**src/rtl/controle_votacao.sv**
```systemverilog
// Day-vote round sequencer: polls living players in index order,
// tallies one vote per voter and reports the eliminated player or a tie.
module controle_votacao #(
  parameter int N_JOGADORES    = 5,
  parameter int TIMEOUT_CICLOS = 1000
) (
  input  logic                   clock,
  input  logic                   reset,
  input  logic                   iniciar,
  input  logic [N_JOGADORES-1:0] vivos,
  input  logic [N_JOGADORES-1:0] botoes_jogadores,
  output logic [2:0]             eleitor_atual,
  output logic                   aguardando_voto,
  output logic                   voto_aceito,
  output logic                   voto_rejeitado,
  output logic                   abstencao,
  output logic                   fim_votacao,
  output logic [2:0]             eliminado,
  output logic                   eliminado_valido
);

  localparam int N  = N_JOGADORES;
  localparam int TW = $clog2(N + 1);
  localparam int CW = $clog2(TIMEOUT_CICLOS);
  localparam logic [3:0]    IDX_N   = 4'(N);
  localparam logic [3:0]    IDX_ULT = 4'(N - 1);
  localparam logic [CW-1:0] T_ULT   = CW'(TIMEOUT_CICLOS - 1);
  localparam logic [N-1:0]  UM      = N'(1);

  typedef enum logic [2:0] {
    OCIOSO, BUSCA, ESPERA_SOLTAR, ESPERA_VOTO, APURA, FIM
  } estado_t;

  estado_t         estado_q, estado_d;
  logic [3:0]      idx_q, idx_d;
  logic [2:0]      eleitor_q, eleitor_d;
  logic [CW-1:0]   timer_q, timer_d;
  logic [N-1:0]    vivos_q, vivos_d;
  logic [TW-1:0]   tally_q [N];
  logic [TW-1:0]   tally_d [N];
  logic [TW-1:0]   max_q, max_d;
  logic [2:0]      arg_q, arg_d;
  logic            tie_q, tie_d;
  logic            aceito_q, aceito_d;
  logic            rejeit_q, rejeit_d;
  logic            abst_q, abst_d;
  logic            fim_q, fim_d;
  logic [2:0]      elim_q, elim_d;
  logic            elim_ok_q, elim_ok_d;

  logic [N-1:0]    self_m;
  logic [N-1:0]    vivos_sh;
  logic            um_bit;
  logic            voto_ok;
  logic [TW-1:0]   cur;

  always_comb begin
    self_m = '0;
    cur    = '0;
    for (int i = 0; i < N; i++) begin
      self_m[i] = (eleitor_q == 3'(i));
      if (idx_q == 4'(i)) cur = tally_q[i];
    end
    vivos_sh = vivos_q >> idx_q;
    um_bit   = (botoes_jogadores != '0) &&
               ((botoes_jogadores & (botoes_jogadores - UM)) == '0);
    voto_ok  = um_bit &&
               ((botoes_jogadores & vivos_q) != '0) &&
               ((botoes_jogadores & self_m) == '0);
  end

  always_comb begin
    estado_d  = estado_q;
    idx_d     = idx_q;
    eleitor_d = eleitor_q;
    timer_d   = timer_q;
    vivos_d   = vivos_q;
    tally_d   = tally_q;
    max_d     = max_q;
    arg_d     = arg_q;
    tie_d     = tie_q;
    elim_d    = elim_q;
    elim_ok_d = elim_ok_q;
    aceito_d  = 1'b0;
    rejeit_d  = 1'b0;
    abst_d    = 1'b0;
    fim_d     = 1'b0;
    unique case (estado_q)
      OCIOSO: begin
        if (iniciar) begin
          vivos_d = vivos;
          for (int i = 0; i < N; i++) tally_d[i] = '0;
          idx_d     = '0;
          elim_d    = '0;
          elim_ok_d = 1'b0;
          estado_d  = BUSCA;
        end
      end
      BUSCA: begin
        if (idx_q == IDX_N) begin
          idx_d    = '0;
          max_d    = '0;
          arg_d    = '0;
          tie_d    = 1'b0;
          estado_d = APURA;
        end else if (vivos_sh[0]) begin
          eleitor_d = idx_q[2:0];
          estado_d  = ESPERA_SOLTAR;
        end else begin
          idx_d = idx_q + 4'd1;
        end
      end
      ESPERA_SOLTAR: begin
        // A button still held from the previous voter must not vote.
        if (botoes_jogadores == '0) begin
          timer_d  = '0;
          estado_d = ESPERA_VOTO;
        end
      end
      ESPERA_VOTO: begin
        timer_d = timer_q + CW'(1);
        if (botoes_jogadores != '0) begin
          if (voto_ok) begin
            for (int i = 0; i < N; i++)
              if (botoes_jogadores[i]) tally_d[i] = tally_q[i] + TW'(1);
            aceito_d = 1'b1;
            idx_d    = idx_q + 4'd1;
            estado_d = BUSCA;
          end else begin
            rejeit_d = 1'b1;
            estado_d = ESPERA_SOLTAR;
          end
        end else if (timer_q == T_ULT) begin
          abst_d   = 1'b1;
          idx_d    = idx_q + 4'd1;
          estado_d = BUSCA;
        end
      end
      APURA: begin
        if (cur > max_q) begin
          max_d = cur;
          arg_d = idx_q[2:0];
          tie_d = 1'b0;
        end else if (cur == max_q && max_q != '0) begin
          tie_d = 1'b1;
        end
        if (idx_q == IDX_ULT) begin
          idx_d    = '0;
          estado_d = FIM;
        end else begin
          idx_d = idx_q + 4'd1;
        end
      end
      FIM: begin
        elim_d    = arg_q;
        elim_ok_d = !tie_q && (max_q != '0);
        fim_d     = 1'b1;
        estado_d  = OCIOSO;
      end
      default: estado_d = OCIOSO;
    endcase
  end

  always_ff @(posedge clock or posedge reset) begin
    if (reset) begin
      estado_q  <= OCIOSO;
      idx_q     <= '0;
      eleitor_q <= '0;
      timer_q   <= '0;
      vivos_q   <= '0;
      for (int i = 0; i < N; i++) tally_q[i] <= '0;
      max_q     <= '0;
      arg_q     <= '0;
      tie_q     <= 1'b0;
      aceito_q  <= 1'b0;
      rejeit_q  <= 1'b0;
      abst_q    <= 1'b0;
      fim_q     <= 1'b0;
      elim_q    <= '0;
      elim_ok_q <= 1'b0;
    end else begin
      estado_q  <= estado_d;
      idx_q     <= idx_d;
      eleitor_q <= eleitor_d;
      timer_q   <= timer_d;
      vivos_q   <= vivos_d;
      tally_q   <= tally_d;
      max_q     <= max_d;
      arg_q     <= arg_d;
      tie_q     <= tie_d;
      aceito_q  <= aceito_d;
      rejeit_q  <= rejeit_d;
      abst_q    <= abst_d;
      fim_q     <= fim_d;
      elim_q    <= elim_d;
      elim_ok_q <= elim_ok_d;
    end
  end

  assign eleitor_atual    = eleitor_q;
  assign aguardando_voto  = (estado_q == ESPERA_VOTO);
  assign voto_aceito      = aceito_q;
  assign voto_rejeitado   = rejeit_q;
  assign abstencao        = abst_q;
  assign fim_votacao      = fim_q;
  assign eliminado        = elim_q;
  assign eliminado_valido = elim_ok_q;

endmodule

```
**config.mk**
```make
export PLATFORM = sky130hd
export DESIGN_NAME = controle_votacao
export DESIGN_NICKNAME = d
export VERILOG_FILES = /design/src/rtl/controle_votacao.sv
export SDC_FILE = /design/constraint.sdc
export NUM_CORES = 1
export LEC_CHECK = 0
export ABC_AREA = 1
export CAP_MARGIN = 20
export CORE_ASPECT_RATIO = 0.7
export CORE_MARGIN = 2
export CORE_UTILIZATION = 53
export CTS_CLUSTER_SIZE = 40
export DETAILED_ROUTE_END_ITERATION = 7
export HOLD_SLACK_MARGIN = 0.06
export PLACE_DENSITY = 0.76
export SYNTH_ARGS = -nofsm -noshare
export SYNTH_HDL_FRONTEND = slang
export SYNTH_SLANG_ARGS = --single-unit
```
**constraint.sdc**
```tcl
create_clock -name clock -period 2.2 [get_ports clock]
set_clock_uncertainty 0.05 [all_clocks]
set_input_delay 0.44 -clock clock [delete_from_list [all_inputs] [get_ports clock]]
set_output_delay 0.44 -clock clock [all_outputs]
set_load 0.01 [all_outputs]
```
==> results.py <==
metrics = {
    "placement": {
        "postPlaceCellArea_mm2": 0.00392,
        "placed_cells": 580,
        "port_buffers": 24,
        "routabilityCongestion": 0.894,
        "dp_hpwl_um": 5940,
    },
    "setup_path": {
        "slowest_delay_ps": 480,
        "cp_cell_sequence": "inv_4, ha_4, inv_4, nor2_4, nand3_1, nand2_1, nand2_1, nand2_1, nand2_1, nand2_1, inv_1, ha_1, nand3_2, nand2_1, nand2_2, nand2_4, nor2_4, nand3_2, nand2_1",
        "rrSetupSlack_ps": -180,
        "r2r_start": "idx_q[0]",
        "cp.arrival_ps": 2570,
        "cp-start-kind": "flop",
        "required_ps": 2400,
        "cp_common_cell": "nand2_1",
        "critPathCaptureType": "flop",
        "critPathSlowestCell": "dfrtp_2",
        "reg2reg_depth": 19,
        "worstPathMaxFanout": 6,
        "r2r_end": "max_q[2]",
        "path_class": "flop to flop",
    },
    "sta": {
        "min_period_ps": 2380,
        "slew-limit-headroom": 0.650,
        "tightestPinTransition_ps": 521,
        "setup_violations": 7,
        "maxSlewViolCount": 0,
        "post-route-period-util": 1.08,
        "rsz0062_at_grt": "true",
        "fmax_mhz": 421,
        "setup_slack_ps": -177,
        "finalHoldViolations": 0,
    },
    "route": {
        "ant_nets": 0,
        "wl_um": 8040,
        "viasPerCell": 5.21,
        "drt_iter0_markers": 158,
        "routedWlPerCell_um": 13.5,
        "vias": 3108,
        "drc": 0,
        "drtPass1Iterations": 4,
    },
    "finish": {
        "nets": 547,
        "design_area_mm2": 0.00422,
        "syn_to_final_growth_pct": 29.8,
        "num_antenna_cells": 0,
        "layout-drive-gt1-share": 0.239,
        "layoutNonFillerInstCount": 597,
    },
    "clock_network": {
        "worst_skew_pair.late_latency_ps": 300,
        "htreeDepth": 2,
        "cts.root.buffer_cell": "clkbuf_8",
        "clk_path_buf_depth": 2,
        "clkTransAtPathRegs_ps": 100,
        "cts_inserted_buffers": 5,
        "clock-sinks": 55,
        "cts_tree": "yes",
    },
    "die": {
        "floorplan.core_area_mm2": 0.00581,
        "fp.dieW_um": 97.6,
        "io_pins": 25,
        "die_area_mm2": 0.00678,
        "die_h_um": 69.5,
        "initial_core_util": 0.559,
        "placementRows": 23,
    },
    "pwr": {
        "p_clk_frac": 0.124,
        "vdd_drop_max_uv": 533,
        "pwr-share-seq": 0.340,
        "combPwrFrac": 0.537,
        "power_switching_w": 0.00199,
        "p_int_w": 0.00244,
        "netSwitchingFraction": 0.449,
        "leakagePower_nw": 2.19,
        "power.density_mw_per_mm2": 1050,
    },
    "yosys": {
        "synth_ff_type": "dfrtp_1",
        "ys_seq_area_frac": 0.424,
        "synth_top_family_by_area": "simple AND/OR/NAND/NOR gates",
        "synth_cells": 447,
        "synthArstFlopShare": 1.00,
        "netlist_top_cells_area": "dfrtp_1 42%, nand2_1 17%, nand3_1 7.9%, inv_1 5.5%, ha_1 5.0%",
        "synth_edf_count": 0,
        "yosys_warnings": 0,
        "synth_top_area_cell": "dfrtp_1",
        "synthMuxAreaShare": 0.00347,
        "syn_avg_cell_area_um2": 7.27,
        "synth_most_common_cell": "nand2_1",
        "ys_types": 27,
        "synthTopCellsByCount": "148 x nand2_1, 55 x dfrtp_1, 51 x nand3_1",
        "syn-cell-area_mm2": 0.00325,
        "syn-num-nets": 473,
        "synth_seq_cells": 55,
        "synth_xor_area_frac": 0.0135,
        "yosys.area_share.simple": 0.361,
        "synth_compound_area_frac": 0.0794,
        "yosys.area_share.adder": 0.0501,
        "synth_top_area_frac": 0.424,
    },
    "min_path": {
        "min_path_type": "input port to asynchronous set/reset pin",
    },
    "global_routing": {
        "grt_pass1_vias": 2991,
        "grt_usage": 0.243,
        "grt_pass1_wl_um": 13600,
        "grt_max_degree": 31,
        "antenna_found_initial": 0,
        "grt_overflow_total": 0,
    },
    "status": {
        "status": "finished, violations left",
        "violations": "negative setup slack",
    },
    "job": {
        "drv_cap": 0,
    },
}
==> state kept, by name (all words and copies together) (netlist names), 3 cells and up <==
| name | count |
|---|---|
| tally_q | 15 |
| max_q | 3 |
| arg_q | 3 |
| timer_q | 10 |
| eleitor_atual | 3 |
| eliminado | 3 |
| estado_q | 3 |
| vivos_q | 5 |
| idx_q | 4 |
==> critical path, delay by kind of cell (launching register included) <==
family        cells  cell delay [ps]
simple gates     14             1160
flops             1              480
fa+ha+maj         2              450
buf+inv           3              190
==> stage by stage <==
step | TNS [ps] | setup WS (ps) | power, W | util | hold WS (ps)
after floorplan | 0 | 0.652 | 0.00291 | - | 380
after global placement | -244 | -51.3 | 0.00356 | 0.675 | 405
after detailed placement | -1700 | -205 | 0.00362 | 0.675 | 406
after CTS | -682 | -119 | 0.00432 | 0.712 | 406
after global routing | -2270 | -364 | 0.00481 | 0.725 | 444
final | -935 | -177 | 0.00443 | 0.725 | 393
==> cells by family after synthesis <==
family	after synthesis
buf+inv	58
mux	1
compound gates	46
xor+xnor	5
flops	55
fa+ha+maj	13
simple gates	269
==> per-layer routing <==
| metal | share of wire | up-vias | global-route usage |
|---|---|---|---|
| met3 | 0.038 | 10 | 0.0373 |
| met5 | 0 | - | 0 |
| met1 | 0.49 | 1464 | 0.360 |
| met4 | 0.011 | 0 | 0.0633 |
| met2 | 0.46 | 72 | 0.377 |
| li1 | - | 1562 | - |
==> worst max-delay path by stage <==
stage                        start       end  slack (ps)  depth (start not counted)
after floorplan           idx_q[0]  max_q[1]         0.7                         15
after global placement    idx_q[3]  max_q[2]         -50                         18
after detailed placement  idx_q[1]  max_q[2]        -200                         17
after CTS                 idx_q[0]  arg_q[0]        -120                         14
after global routing      idx_q[0]  max_q[2]        -360                         17
final                     idx_q[0]  max_q[2]        -180                         19
==> layout by cell type (no fill, tap or decap), drive strengths merged, types with 2 or more instances in the layout <==
cell type / n
o31ai: 2
buf: 47
inv: 54
or2: 11
dfrtp: 55
a21boi: 2
clkbuf: 6
nand2: 157
xor2: 4
o21ai: 30
a21oi: 11
nor2: 43
ha: 13
clkdlybuf4s50: 24
nor3: 5
nand3: 52
==> area by class of cell <==
type	count	area (um^2)
multi-input combinational	334	1840
sequential	55	1380
inverter	54	213
timing repair buffer	71	606
clock inverter	2	12.5
tap	75	93.8
clock buffer	6	72.6
fill	459	1600
==> what timing repair did <==
item | 4_1_cts | 5_1_grt
hold buffers | 0 | 0
gates resized for setup | 22 | 12
pin swaps | 18 | 17
buffers inserted | 6 | 3
setup endpoints to repair | 7 | 7
==> power groups by stage <==
stage | clock network [W] | registers [W] | logic (W)
final | 0.000549 | 0.00151 | 0.00238
after global routing | 0.000600 | 0.00154 | 0.00267
after CTS | 0.000563 | 0.00150 | 0.00226
after detailed placement | 0 | 0.00151 | 0.00211
after global placement | 0 | 0.00150 | 0.00206
after floorplan | 0 | 0.00148 | 0.00143
No activity file was read; power rests on OpenSTA's default activity.
